===== src/rtl/mem_port_arb.sv =====
// Arbitrates the fetch and load/store paths onto one single-port memory and
// runs one fixed-latency access at a time, returning data with a valid pulse.
module mem_port_arb #(
   parameter int ADDR_W     = 32,
   parameter int DATA_W     = 32,
   parameter int LAT        = 1,
   parameter int STARVE_LIM = 4
) (
   input  logic                clk,
   input  logic                rst,
   input  logic                if_req,
   input  logic [ADDR_W-1:0]   if_addr,
   output logic                if_gnt,
   output logic [DATA_W-1:0]   if_rdata,
   output logic                if_valid,
   input  logic                ls_req,
   input  logic                ls_we,
   input  logic [ADDR_W-1:0]   ls_addr,
   input  logic [DATA_W-1:0]   ls_wdata,
   input  logic [DATA_W/8-1:0] ls_be,
   output logic                ls_gnt,
   output logic [DATA_W-1:0]   ls_rdata,
   output logic                ls_valid,
   output logic                mem_en,
   output logic                mem_we,
   output logic [DATA_W/8-1:0] mem_be,
   output logic [ADDR_W-1:0]   mem_addr,
   output logic [DATA_W-1:0]   mem_wdata,
   input  logic [DATA_W-1:0]   mem_rdata,
   output logic                busy
);

   localparam int          BE_W       = DATA_W / 8;
   localparam logic [2:0]  WAIT_LOAD  = 3'(LAT - 1);
   localparam logic [3:0]  STREAK_MAX = 4'(STARVE_LIM);

   typedef enum logic [1:0] {IDLE, ACCESS, WAIT, RESP} state_t;

   state_t            state, state_nxt;
   logic [2:0]        wcnt;
   logic [3:0]        streak;
   logic              arb_ok, ls_win, if_win;
   logic              cap_owner;   // 1 = load/store owns the access in flight
   logic              cap_we;
   logic [BE_W-1:0]   cap_be;
   logic [ADDR_W-1:0] cap_addr;
   logic [DATA_W-1:0] cap_wdata;

   // Grants are gated by reset so no output can be high while rst is low.
   assign arb_ok = rst && ((state == IDLE) || (state == RESP));
   assign ls_win = arb_ok && ls_req && !(if_req && (streak == STREAK_MAX));
   assign if_win = arb_ok && if_req && !ls_win;

   assign ls_gnt    = ls_win;
   assign if_gnt    = if_win;
   assign mem_en    = (state == ACCESS);
   assign mem_we    = (state == ACCESS) && cap_we;
   assign mem_be    = cap_be;
   assign mem_addr  = cap_addr;
   assign mem_wdata = cap_wdata;
   assign ls_valid  = (state == RESP) && cap_owner;
   assign if_valid  = (state == RESP) && !cap_owner;
   assign busy      = (state != IDLE);

   always_comb begin
      state_nxt = state;
      case (state)
         IDLE:    if (ls_win || if_win) state_nxt = ACCESS;
         ACCESS:  state_nxt = WAIT;
         WAIT:    if (wcnt == 3'd0) state_nxt = RESP;
         RESP:    state_nxt = (ls_win || if_win) ? ACCESS : IDLE;
         default: state_nxt = IDLE;
      endcase
   end

   always_ff @(posedge clk or negedge rst) begin
      if (!rst) begin
         state  <= IDLE;
         wcnt   <= 3'd0;
         streak <= 4'd0;
      end else begin
         state <= state_nxt;
         if (state == ACCESS)
            wcnt <= WAIT_LOAD;
         else if ((state == WAIT) && (wcnt != 3'd0))
            wcnt <= wcnt - 3'd1;
         // Streak only grows while a fetch is actually being passed over.
         if (ls_win) begin
            if (!if_req)
               streak <= 4'd0;
            else if (streak != STREAK_MAX)
               streak <= streak + 4'd1;
         end else if (if_win) begin
            streak <= 4'd0;
         end
      end
   end

   always_ff @(posedge clk or negedge rst) begin
      if (!rst) begin
         cap_owner <= 1'b0;
         cap_we    <= 1'b0;
         cap_be    <= '0;
         cap_addr  <= '0;
         cap_wdata <= '0;
         if_rdata  <= '0;
         ls_rdata  <= '0;
      end else begin
         if (ls_win) begin
            cap_owner <= 1'b1;
            cap_we    <= ls_we;
            cap_be    <= ls_be;
            cap_addr  <= ls_addr;
            cap_wdata <= ls_wdata;
         end else if (if_win) begin
            cap_owner <= 1'b0;
            cap_we    <= 1'b0;
            cap_be    <= '1;
            cap_addr  <= if_addr;
            cap_wdata <= '0;
         end
         // Read data lands in the owner's register on the last WAIT cycle.
         if ((state == WAIT) && (wcnt == 3'd0) && !cap_we) begin
            if (cap_owner)
               ls_rdata <= mem_rdata;
            else
               if_rdata <= mem_rdata;
         end
      end
   end

endmodule


===== config.mk =====
export PLATFORM = sky130hd
export DESIGN_NAME = mem_port_arb
export DESIGN_NICKNAME = d
export VERILOG_FILES = /design/src/rtl/mem_port_arb.sv
export SDC_FILE = /design/constraint.sdc
export NUM_CORES = 1
export LEC_CHECK = 0
export BUFFER_PORTS_ARGS = -buffer_cell sky130_fd_sc_hd__buf_2
export CAP_MARGIN = 20
export CORE_MARGIN = 5
export CORE_UTILIZATION = 47
export DETAILED_ROUTE_END_ITERATION = 6
export PLACE_DENSITY = 0.8
export SYNTH_ARGS = -nofsm -noshare
export SYNTH_HDL_FRONTEND = slang
export SYNTH_SLANG_ARGS = --single-unit

===== constraint.sdc =====
create_clock -name clk -period 2 [get_ports clk]
set_input_delay 0.3 -clock clk [delete_from_list [all_inputs] [get_ports clk]]
set_output_delay 0.3 -clock clk [all_outputs]
set_load 0.03 [all_outputs]

After elaboration in Yosys (flattened, before gate mapping)
Index checks and enable logic that the tools add are counted.

word-level totals
  logic and storage cells = 68
  output and inout port bits = 139
  register bits = 143

cells by class
  reduce and logical (&&, ||, !) cells = 28
  eq/ne operators = 8
  muxes and demuxes = 19
  bitwise gates (word level) = 1
  $add $sub $neg = 2

operator list
  cell                   number
  $mux W32               4
  $mux W4                6
  $logic_and A1 B1 Y1    12
  $pmux W2 S4            1
  $reduce_and A2 Y1      4
  $mux W3                2
  $reduce_bool A2 Y1     3
  $add A4 B1 Y4 const B  1
  $eq A2 B2 Y1 const B   2
  $eq A4 B3 Y1 const B   1
  $logic_not A1 Y1       4
  $mux W1                4
  $mux W2                2
  $ne A4 B3 Y1 const B   1
  $logic_not A3 Y1       1
  $ne A3 B2 Y1 const B   1
  $reduce_bool A3 Y1     1
  $sub A3 B1 Y3 const B  1
  $eq A2 B1 Y1 const B   1
  $logic_not A2 Y1       1
  $logic_or A1 B1 Y1     2
  $ne A2 B1 Y1 const B   1
  $ne A2 B2 Y1 const B   1
  $not A1 Y1             1

Longest topological paths before layout
Gate-level depths: netlist of the first run.

  word-level depth = 10
  depth in mapped cells = 10
  mapped depth without buffers = 7

Least setup slack after synthesis of the first run
No wires, ideal clock.

  path kind = flip-flop to output port
  start = reg state[0]
  end = out if_gnt
  required time = 1.700 ns
  arrival = 1.865 ns
  stages on the path, launching flop included = 10
  path buffers = 3
  slack = -0.165 ns
  cells stage by stage = dfrtp_1 inv_1 ha_1 nor2b_1 buf_4 nand3_4 inv_2 buf_6 buf_2 nor2_1

between the ends
  word-level cells in the longest chain between the ends = 7
  elaborated cells on any way between the ends = 9
  classes of those cells = eq/ne: 1; reduce/logical: 8

RTL lines
  element                                                  RTL line  source
  from (decl)                                              39        state_t state, state_nxt;
  from (signal assigned)                                   82        state <= state_nxt;
  $eq A2 B2 Y1 / $logic_not A2 Y1 (equally long branches)  50        assign arb_ok = rst && ((state == IDLE) || (state == RESP));
  $logic_or A1 B1 Y1 (*)                                   50
  $logic_and A1 B1 Y1 (*)                                  50
  $logic_and A1 B1 Y1 (*) (2 in series)                    51        assign ls_win = arb_ok && ls_req && !(if_req && (streak == STREAK_MAX));
  net ls_gnt                                               21        output logic ls_gnt,
  $logic_not A1 Y1 (*)                                     52        assign if_win = arb_ok && if_req && !ls_win;
  $logic_and A1 B1 Y1 (*)                                  52
  to (decl)                                                13        output logic if_gnt,

Mark *: on every way through the listed nets, which the timed path passes. The rest lies on a longest branch.

Worst setup path in the final report of the first run
  start = reg state[0]
  end = out if_gnt

between the ends
  word-level cells in the longest chain between the ends = 7
  elaborated cells on any way between the ends = 9
  classes of those cells = eq/ne: 1; reduce/logical: 8

RTL lines
  element                                                  RTL line
  $eq A2 B2 Y1 / $logic_not A2 Y1 (equally long branches)  50
  $logic_or A1 B1 Y1 (*)                                   50
  $logic_and A1 B1 Y1 (*)                                  50
  $logic_and A1 B1 Y1 (2 in series)                        51
  $logic_not A1 Y1                                         52
  $logic_and A1 B1 Y1 (*)                                  52

Mark *: on every way between the ends. The rest lies on a longest branch, timed or not.

==> key figures, run 1 <==
Power
  – VDD IR max: 0.895 mV
  – Pwr/cell area: 1930 nW/µm²
  – Static Leak: 4.36 nW

Worst setup path
  – Family with the most delay on the worst path: flip-flops
  – Flop-to-flop setup slack: 0.08 ns
  – Largest fanout on the critical path: 3
  – Crit-path cells: inv_2, ha_4, nor2b_4, buf_6, nand2_8, nor2_4, buf_6
  – CP dominant cell by count: buf_6
  – Worst Path Buf+Inv: 3
  – Startpoint class of the critical path: register
  – CP arrival: 1.68 ns
  – Slowest cell on crit path: dfrtp_1
  – Max stage delay on crit path: 0.39 ns
  – Setup Crit Path Kind: reg -> out
  – CP endpoint kind: primary output
  – Worst endpoint required time: 1.70 ns

Clock network
  – CTS Hold Bufs: 0
  – CTS tree: built
  – Worst-path clk slew: 0.06 ns
  – Number of clock buffers inserted by TritonCTS: 17
  – Clock Tree Root: clkbuf_16
  – CTS Buffer Depth: 2
  – H-tree depth reported by CTS: 4
  – Clock Latency Late Sink: 0.41 ns
  – CTS Sinks: 143

Floorplanning
  – Die X: 123 µm
  – Die ar.: 15200 µm²
  – Std-Cell Rows: 41
  – Ports: 276
  – CORE AREA: 12600 µm²
  – Die H: 123 µm
  – Initial Util: 47.8%

Timing
  – RSZ-0062 raised after global routing: yes
  – Slew @ Worst Pin: 0.787 ns
  – Final Hold Viols: 0
  – Final worst-path cycle share: 98.9%
  – Slew margin rel.: 47.6%
  – Final hold slack: 0.00749 ns
  – Fin Setup TNS: 0 ns
  – Final-report max-slew violation count: 0
  – Worst Skew: 0.00763 ns
  – Minimum clock period: 1.98 ns
  – Final setup violation count: 0
  – F_max: 505 MHz
  – Final WS setup: 0.0215 ns

Synth
  – Synth top cells by count: 143 x dfrtp_1, 36 x nand2_1, 34 x mux2_2, 34 x o21ai_0
  – Mapped Area: 6030 µm²
  – Largest family of logic cells by synthesized area: multiplexers
  – Post-Synth Simple-Gate Area: 5.11%
  – Synth cell types: 40
  – Synth top area share: 59.4%
  – Post-synthesis cell count: 425
  – Count leader, synth: dfrtp_1
  – Syn avg cell area: 14.2 µm²
  – FFs w/ async S/R, synth: 100%
  – Synth Area in Compound Gates: 9.36%
  – Yosys warnings: 0
  – Post-synthesis adder-cell area fraction: 1.66%
  – Sequential fraction of the synthesis area: 59.4%
  – Syn nets: 570
  – Xor/xnor share of the synthesized area: 0.436%
  – Main synth FF type: dfrtp_1
  – Ranking of synthesized cells by area: dfrtp_1 59%, mux2_4 7.7%, mux2_2 6.4%, mux2i_1 5.5%, a22o_1 4.8%
  – Largest area contributor in the netlist: dfrtp_1
  – Multiplexer share of the synthesized area: 19.6%
  – EDFF count, synth: 0
  – Seq cells post-synth: 143

Routing
  – Total number of vias: 4576
  – # DRC: 0
  – Detailed Routing Iterations Pass 1: 4
  – DR iter-0 viols: 218
  – Routed len/inst: 17.7 µm
  – Post-detailed-route count of antenna-violating nets: 0
  – Vias per cell: 5.06
  – Routed wire length: 16000 µm

Worst hold path
  – Hold crit path type: in -> async

Status
  – Status: complete, no violations

Global routing
  – Vias in the first global route: 4988
  – Total gr overflow: 0
  – First-pass GRT wire length: 24600 µm
  – GR Util All Layers: 21.0%
  – Largest net degree at the start of global routing: 144
  – Initial antenna violation count: 0

Final layout
  – Synth-to-layout area growth: 37.7%
  – Fraction of layout cells with a size suffix above 1: 56.3%
  – Nets: 864
  – Diodes inserted: 0
  – Design area: 8300 µm²
  – Fillers: 984
  – Area occupied by multi-input gates: 2220 µm²
  – Register Area: 3580 µm²

Place
  – Post-DP HPWL: 11600 µm
  – Buffers on Ports: 275
  – Cell Area, Placed: 7600 µm²
  – RePlAce Congestion: 0.820
  – DP Worst Slack: 0.00660 ns

Job
  – Max Cap Viol: 0
area by class of cell:
type,count,area share (%)
sequential,143,43.1
multi-input combinational,246,26.7
timing repair buffer,302,19.9
clock buffer,24,5.92
tap,172,2.59
clock inverter,8,1.25
inverter,9,0.497
report_power, final:
group          switching (mW)  leakage, nW  internal (mW)
Sequential              0.793         1.74           4.26
Combinational            4.82         2.33           3.03
Clock                    1.17        0.279           1.97
path summary, 6_finish.rpt:
check / from / end / cells after the start
setup reg to reg: state[0] / if_rdata[1] / 7
max in group asynchronous: rst / mem_be[2] / 2
hold reg to reg: mem_wdata[11] / mem_wdata[11] / 1
hold / removal: rst / ls_rdata[29] / 2
min in group clk: ls_addr[0] / mem_addr[0] / 3
setup / recovery: state[0] / if_gnt / 7
repair_timing:
item	in CTS	in global routing
endpoints found under the setup margin	5	14
pin swaps	2	2
gates resized for setup	14	4
buffers inserted	4	2
flip-flops by register name (all words and copies together), names as in the netlist:
signal,cells
if_rdata,32
ls_rdata,32
mem_addr,32
mem_wdata,32
mem_be,4
streak,4
wcnt,3
state,2
cap_owner,1
cap_we,1
worst register-to-register path: stages, from the launching register on:
cell and delay [ns]:
dfrtp_1 0.39, inv_2 0.09, buf_4 0.13, ha_1 0.19, nor3b_4 0.21, and2b_2 0.21, buf_12 0.20, mux2_2 0.37
metrics by stage:
stage                     cells  power, mW  util [%]
final                       904       16.0      65.8
after global routing        904       16.9      65.8
after CTS                   902       16.1      65.6
after detailed placement    866       12.7      60.3
after global placement      866       12.5      60.3
after floorplan             425       10.4         -
cells in the final DEF (no fill, tap or decap), types with 3 or more instances in the layout:
| cell type | netlist | layout |
|---|---|---|
| a22o_1 | 33 | 33 |
| buf_12 | 3 | 4 |
| buf_2 | 8 | 272 |
| buf_4 | 5 | 21 |
| buf_6 | 8 | 5 |
| clkbuf_1 | 3 | 3 |
| clkbuf_16 | 0 | 17 |
| clkbuf_8 | 0 | 4 |
| clkinvlp_4 | 0 | 4 |
| dfrtp_1 | 143 | 143 |
| ha_1 | 8 | 6 |
| inv_1 | 8 | 6 |
| mux2_2 | 34 | 34 |
| mux2_4 | 31 | 31 |
| mux2i_1 | 33 | 33 |
| nand2_1 | 36 | 36 |
| nand3_1 | 4 | 4 |
| nor2_1 | 4 | 3 |
| o21ai_0 | 34 | 32 |
| o22a_1 | 4 | 4 |
metal layers:
layer | wire length, µm | part of all wire, % | global-route usage [%] | up-vias
met5 | 0 | 0 | 0 | -
li1 | - | - | - | 2100
met4 | 280 | 1.7 | 8.51 | 0
met1 | 6320 | 39 | 25.3 | 2248
met2 | 8130 | 51 | 35.5 | 208
met3 | 1310 | 8.1 | 5.95 | 20
cells by family (layout without fill, tap and decap cells):
logic type                 Yosys count  after routing
DFF                                143            143
muxes                               98             98
AOI/OAI and AO/OA                   80             80
and+or+nand+nor                     57             57
buffers and inverters               36            343
adders and majority gates            8              8
xor gates and xnor gates             3              3
Power figures use the tool's default switching activity.
==> inputs of run 2 (changes only) <==
Settings changed: CORE_UTILIZATION 47 to 51, PLACE_DENSITY 0.8 to 0.86.
Clock period 2 ns to 2.5 ns, I/O delays scaled along.
==> run 2 against run 1 <==
Net effect:
- sequential share of layout area grew 1.3 points
- non-clock buffer count decreased by 15
- setup slack improved by 0.11 ns
- critical path type unchanged
- count of clock-buffer cells in the layout is the same
- worst hold slack improved by 0.14 ns
- highest routed layer unchanged
- first-iteration DRC count increased by 55%
- clock skew rose by 0.00094 ns
==> key figures, run 2 (synthesized netlist as in run 1, its figures left out) <==
Timing
  – Slew @ Worst Pin: 0.957 ns
  – F_max: 422 MHz
  – Minimum clock period: 2.37 ns
  – Final setup violation count: 0
  – Slew margin rel.: 36.2%
  – Final worst-path cycle share: 94.9%
  – Final Hold Viols: 0
  – Final-report max-slew violation count: 0
  – Worst Skew: 0.00857 ns

Worst setup path
  – Worst endpoint required time: 2.12 ns
  – Setup Crit Path Kind: reg -> out
  – Startpoint class of the critical path: register
  – Flop-to-flop setup slack: 0.48 ns
  – Largest fanout on the critical path: 8
  – Critical register-to-register path startpoint: wcnt[0]
  – CP endpoint kind: primary output
  – Worst R2R Path Depth: 7
  – CP arrival: 2.00 ns
  – Reg2reg end: if_rdata[0]

Clock network
  – Clock Latency Late Sink: 0.41 ns
  – Number of clock buffers inserted by TritonCTS: 17
  – CTS tree: built
  – Clock Tree Root: clkbuf_16
  – CTS Sinks: 143
  – Worst-path clk slew: 0.06 ns
  – CTS Hold Bufs: 0
  – H-tree depth reported by CTS: 4
  – CTS Buffer Depth: 2

Global routing
  – First-pass GRT wire length: 25600 µm
  – Total gr overflow: 0
  – Largest net degree at the start of global routing: 79
  – GR Util All Layers: 22.6%
  – Vias in the first global route: 4937
  – Initial antenna violation count: 1

Power
  – Pwr/cell area: 1550 nW/µm²
  – VDD IR max: 0.876 mV
  – Static Leak: 4.27 nW
  – Total power: 12.5 mW

Final layout
  – Most common cell after layout, fill and taps aside: buf_2
  – Most frequent cells in the layout: 274 x buf_2, 143 x dfrtp_1, 36 x nand2_1, 34 x mux2_2, 34 x o21ai_0
  – Synth-to-layout area growth: 33.8%
  – Fillers: 795
  – Nets: 849
  – Fin cells: 859
  – Fraction of layout cells with a size suffix above 1: 54.4%

Floorplanning
  – Die H: 119 µm
  – Std-Cell Rows: 39
  – Ports: 276
  – Die ar.: 14100 µm²
  – CORE AREA: 11500 µm²
  – Initial Util: 52.3%
  – Die X: 119 µm

Routing
  – Vias per cell: 5.25
  – Routed len/inst: 18.6 µm
  – DR iter-0 viols: 338
  – Detailed Routing Iterations Pass 1: 5
  – Total number of vias: 4510
  – Post-detailed-route count of antenna-violating nets: 0
  – Routed wire length: 16000 µm
  – # DRC: 0

Status
  – Status: complete, no violations

Job
  – Max Cap Viol: 0

Worst hold path
  – Hold crit path type: in -> async

Place
  – Placed Instances: 826
  – Post-DP HPWL: 11800 µm
  – RePlAce Congestion: 0.822
  – Buffers on Ports: 275
==> run 2: worst max-delay path by stage <==
stage                     startpoint          end  slack, ns  depth (start not counted)
after floorplan             state[0]       if_gnt       0.26                          9
after global placement      state[0]  if_rdata[0]       0.52                          6
after detailed placement    state[0]  if_rdata[0]       0.45                          6
after CTS                   state[0]       if_gnt       0.02                          8
after global routing        state[0]       if_gnt     -0.006                          8
final                       state[0]       if_gnt       0.13                          8
==> run 2: timing repair <==
| action | 4_1_cts | 5_1_grt |
|---|---|---|
| resized for setup | 0 | 2 |
| buffers inserted | 0 | 2 |
| endpoints found under the setup margin | 0 | 2 |
==> run 2: cell type report <==
cell class / count / area (µm²) / area share (%)
flip-flops and latches: 143 / 3580 / 44.4
multi-input cells: 246 / 2190 / 27.1
repair buffers: 287 / 1510 / 18.7
clock buffers: 24 / 492 / 6.09
well taps: 143 / 179 / 2.22
clock inverters: 6 / 82.6 / 1.02
inverters: 9 / 36.3 / 0.450
diodes: 1 / 2.50 / 0.0310
==> run 2: power by group <==
group | internal, mW | total (mW) | leakage, nW | switching [mW]
Clock | 1.56 | 2.47 | 0.282 | 0.906
Sequential | 3.41 | 4.03 | 1.74 | 0.627
Combinational | 2.24 | 6.04 | 2.25 | 3.80
Total | 7.21 | 12.5 | 4.27 | 5.33
==> run 2: through the flow <==
step / hold slack (ns) / TNS, ns / worst slack (ns) / area, µm² / utilization, %
3_5_place_dp: 0.479 / 0 / 0.450 / 7460 / 64.8
2_1_floorplan: 0.0794 / 0 / 0.260 / 6030 / -
4_1_cts: 0.148 / 0 / 0.0209 / 8040 / 69.8
5_1_grt: 0.157 / -0.00632 / -0.00632 / 8070 / 70.1
3_3_place_gp: 0.477 / 0 / 0.522 / 7460 / 64.8
6_report: 0.146 / 0 / 0.128 / 8070 / 70.1
==> run 2: critical path: stages (launching register included) <==
cell     delay, ns
dfrtp_1       0.38
inv_1         0.13
ha_1          0.27
nor2b_1       0.11
buf_4         0.18
nand3_4       0.13
inv_4         0.14
nor2_1        0.06
buf_2         0.18
==> run 2: routing by layer <==
layer  global-route usage (%)  vias to the layer above  share of wire, %
met5                        0                        -                 0
li1                         -                     2063                 -
met4                     5.79                        0               1.2
met3                     9.07                       20               9.2
met1                     26.5                     2209                38
met2                     38.8                      218                51
==> inputs of run 3 (changes only) <==
Settings changed: ABC_AREA from default to 1, CORE_UTILIZATION 51 to 50.
==> run 3 against run 2 <==
Net effect:
- count of clock-buffer cells in the layout shrank 7
- register-to-register slack gained 0.03 ns
- design area shrank 3.3%
==> key figures, run 3 <==
Status
  – Status: complete, no violations

Floorplanning
  – Std-Cell Rows: 39
  – CORE AREA: 11300 µm²
  – Ports: 276
  – Die ar.: 13600 µm²
  – Initial Util: 50.5%
  – Die H: 117 µm
  – Die X: 117 µm

Worst setup path
  – Slowest cell on crit path: dfrtp_2
  – CP arrival: 2.01 ns
  – Family with the most delay on the worst path: buffers and inverters
  – Crit-path cells: inv_1, ha_1, inv_2, and3_1, nand2_1, clkinv_4, nor2_8, clkbuf_4
  – Max stage delay on crit path: 0.40 ns
  – Worst Path Buf+Inv: 4
  – Worst endpoint required time: 2.12 ns
  – Startpoint class of the critical path: register
  – CP endpoint kind: primary output
  – Largest fanout on the critical path: 5
  – Setup Crit Path Kind: reg -> out

Routing
  – Post-detailed-route count of antenna-violating nets: 0
  – Detailed Routing Iterations Pass 1: 5
  – # DRC: 0
  – Total number of vias: 4953
  – Routed len/inst: 15.7 µm
  – Vias per cell: 4.95
  – Routed wire length: 15700 µm
  – DR iter-0 viols: 561

Clock network
  – CTS Buffer Depth: 2
  – CTS Hold Bufs: 0
  – Number of clock buffers inserted by TritonCTS: 17
  – Clock Latency Late Sink: 0.41 ns
  – H-tree depth reported by CTS: 4
  – CTS Sinks: 143
  – Worst-path clk slew: 0.06 ns
  – Clock Tree Root: clkbuf_16
  – CTS tree: built

Synth
  – Synth top area share: 62.9%
  – Post-synthesis cell count: 570
  – EDFF count, synth: 0
  – Largest area contributor in the netlist: dfrtp_1
  – Mapped Area: 5690 µm²
  – Sequential fraction of the synthesis area: 62.9%
  – Syn nets: 715
  – Yosys warnings: 0
  – Seq cells post-synth: 143
  – FFs w/ async S/R, synth: 100%
  – Syn avg cell area: 9.99 µm²
  – Main synth FF type: dfrtp_1
  – Synth cell types: 26
  – Count leader, synth: nand2_1
  – Ranking of synthesized cells by area: dfrtp_1 63%, nand2_1 11%, o21ai_0 5.5%, a22o_1 5.1%, nand3_1 3.6%
  – Synth top cells by count: 172 x nand2_1, 143 x dfrtp_1, 62 x o21ai_0

Timing
  – Final setup violation count: 0
  – Final-report max-slew violation count: 0
  – Minimum clock period: 2.38 ns
  – Slew @ Worst Pin: 0.786 ns
  – Final worst-path cycle share: 95.4%
  – Final Hold Viols: 0
  – Worst Skew: 0.00653 ns
  – Slew margin rel.: 47.6%
  – F_max: 419 MHz
  – Final WS setup: 0.115 ns

Worst hold path
  – Hold crit path type: in -> async

Global routing
  – Total gr overflow: 0
  – Initial antenna violation count: 0
  – First-pass GRT wire length: 24300 µm
  – Largest net degree at the start of global routing: 144
  – GR Util All Layers: 23.1%
  – Vias in the first global route: 4913

Final layout
  – Synth-to-layout area growth: 37.0%
  – Fraction of layout cells with a size suffix above 1: 37.9%
  – Nets: 990
  – Design area: 7800 µm²
  – Fillers: 851
  – Most frequent cells in the layout: 272 x buf_2, 172 x nand2_1, 142 x dfrtp_1, 62 x o21ai_0, 51 x inv_1
  – Diodes inserted: 0
  – Most common cell after layout, fill and taps aside: buf_2

Power
  – Pwr/cell area: 1540 nW/µm²
  – Static Leak: 4.33 nW
  – VDD IR max: 0.914 mV

Place
  – RePlAce Congestion: 0.815
  – DP Worst Slack: 0.442 ns
  – Post-DP HPWL: 11500 µm
  – Buffers on Ports: 275
  – Cell Area, Placed: 7190 µm²

Job
  – Max Cap Viol: 0
==> run 3: cell types whose count changed after synthesis, moves of 10 or more <==
cell	previous run	this run
mux2_4	31	0
nand3_1	4	41
mux2i_1	33	0
o21ai_0	34	62
inv_1	8	51
o21ai_1	0	10
mux2_2	34	0
nand2_1	36	172
==> run 3: worst paths after layout <==
| check | start | end | slack [ns] | cells past startpoint |
|---|---|---|---|---|
| max in group asynchronous | rst | state[0] | 1.75 | 2 |
| max | state[0] | if_gnt | 0.12 | 8 |
| max reg2reg | state[0] | mem_wdata[18] | 0.51 | 9 |
| min | rst | mem_addr[27] | 0.07 | 2 |
| min in group clk | if_addr[7] | mem_addr[7] | 0.17 | 3 |
| min reg2reg | ls_rdata[2] | ls_rdata[2] | 0.48 | 2 |
==> run 3: cell families (layout without fill, tap and decap cells) <==
kind of cell	count (synthesis)	in the layout	share of synthesized area, %
AND/OR/NAND/NOR	221	221	16.0
XOR/XNOR	2	2	0.308
buffers and inverters	82	370	6.40
AO/OA/AOI/OAI	114	114	12.6
adder cells (fa/ha/maj)	8	8	1.76
flip-flops	143	143	62.9
==> run 3: repair_timing <==
action                     4_1_cts  5_1_grt
buffers inserted                 0        3
gates resized for setup          1        4
setup endpoints to repair        2        2
==> run 3: final cells by class <==
cell class	count	area [µm²]	share of cell area [%]
sequential	143	3580	45.9
multi-input combinational	345	1760	22.6
timing repair buffer	285	1500	19.2
clock buffer	17	425	5.46
inverter	53	204	2.62
tap	143	179	2.29
clock inverter	15	150	1.93
==> run 3: metrics by stage <==
step	hold slack (ns)	utilization [%]	cells	total power [mW]	TNS, ns
finish	0.0669	69.2	1001	12.0	0
global route	0.154	69.2	1001	12.8	-0.000534
CTS	0.146	68.9	998	12.1	0
detailed placement	0.468	63.8	966	9.61	0
global placement	0.460	63.8	966	9.45	0
floorplan	0.0794	-	570	7.80	0
==> run 3: worst reg2reg max path, stage by stage, from the launching register on <==
cell	delay (ns)
dfrtp_2	0.40
inv_1	0.09
ha_1	0.32
inv_2	0.07
and3_1	0.15
nand2_1	0.14
clkinv_4	0.12
buf_4	0.16
buf_12	0.17
a22o_1	0.25
==> run 3: per-layer routing <==
layer  vias up  routed length [µm]  global-route usage [%]  share of wire (%)
met2       208                7680                    37.0                 49
met1      2305                6090                    28.9                 39
li1       2420                   -                       -                  -
met5         -                   0                       0                  0
met4         0                 348                    9.17                2.2
met3        20                1600                    7.88                 10
==> run 3: power by group <==
group	internal (mW)	switching, mW	leakage [nW]	total (mW)
clock	1.40	1.04	0.271	2.45
combinational	1.67	3.93	2.29	5.60
sequential	3.39	0.575	1.77	3.97
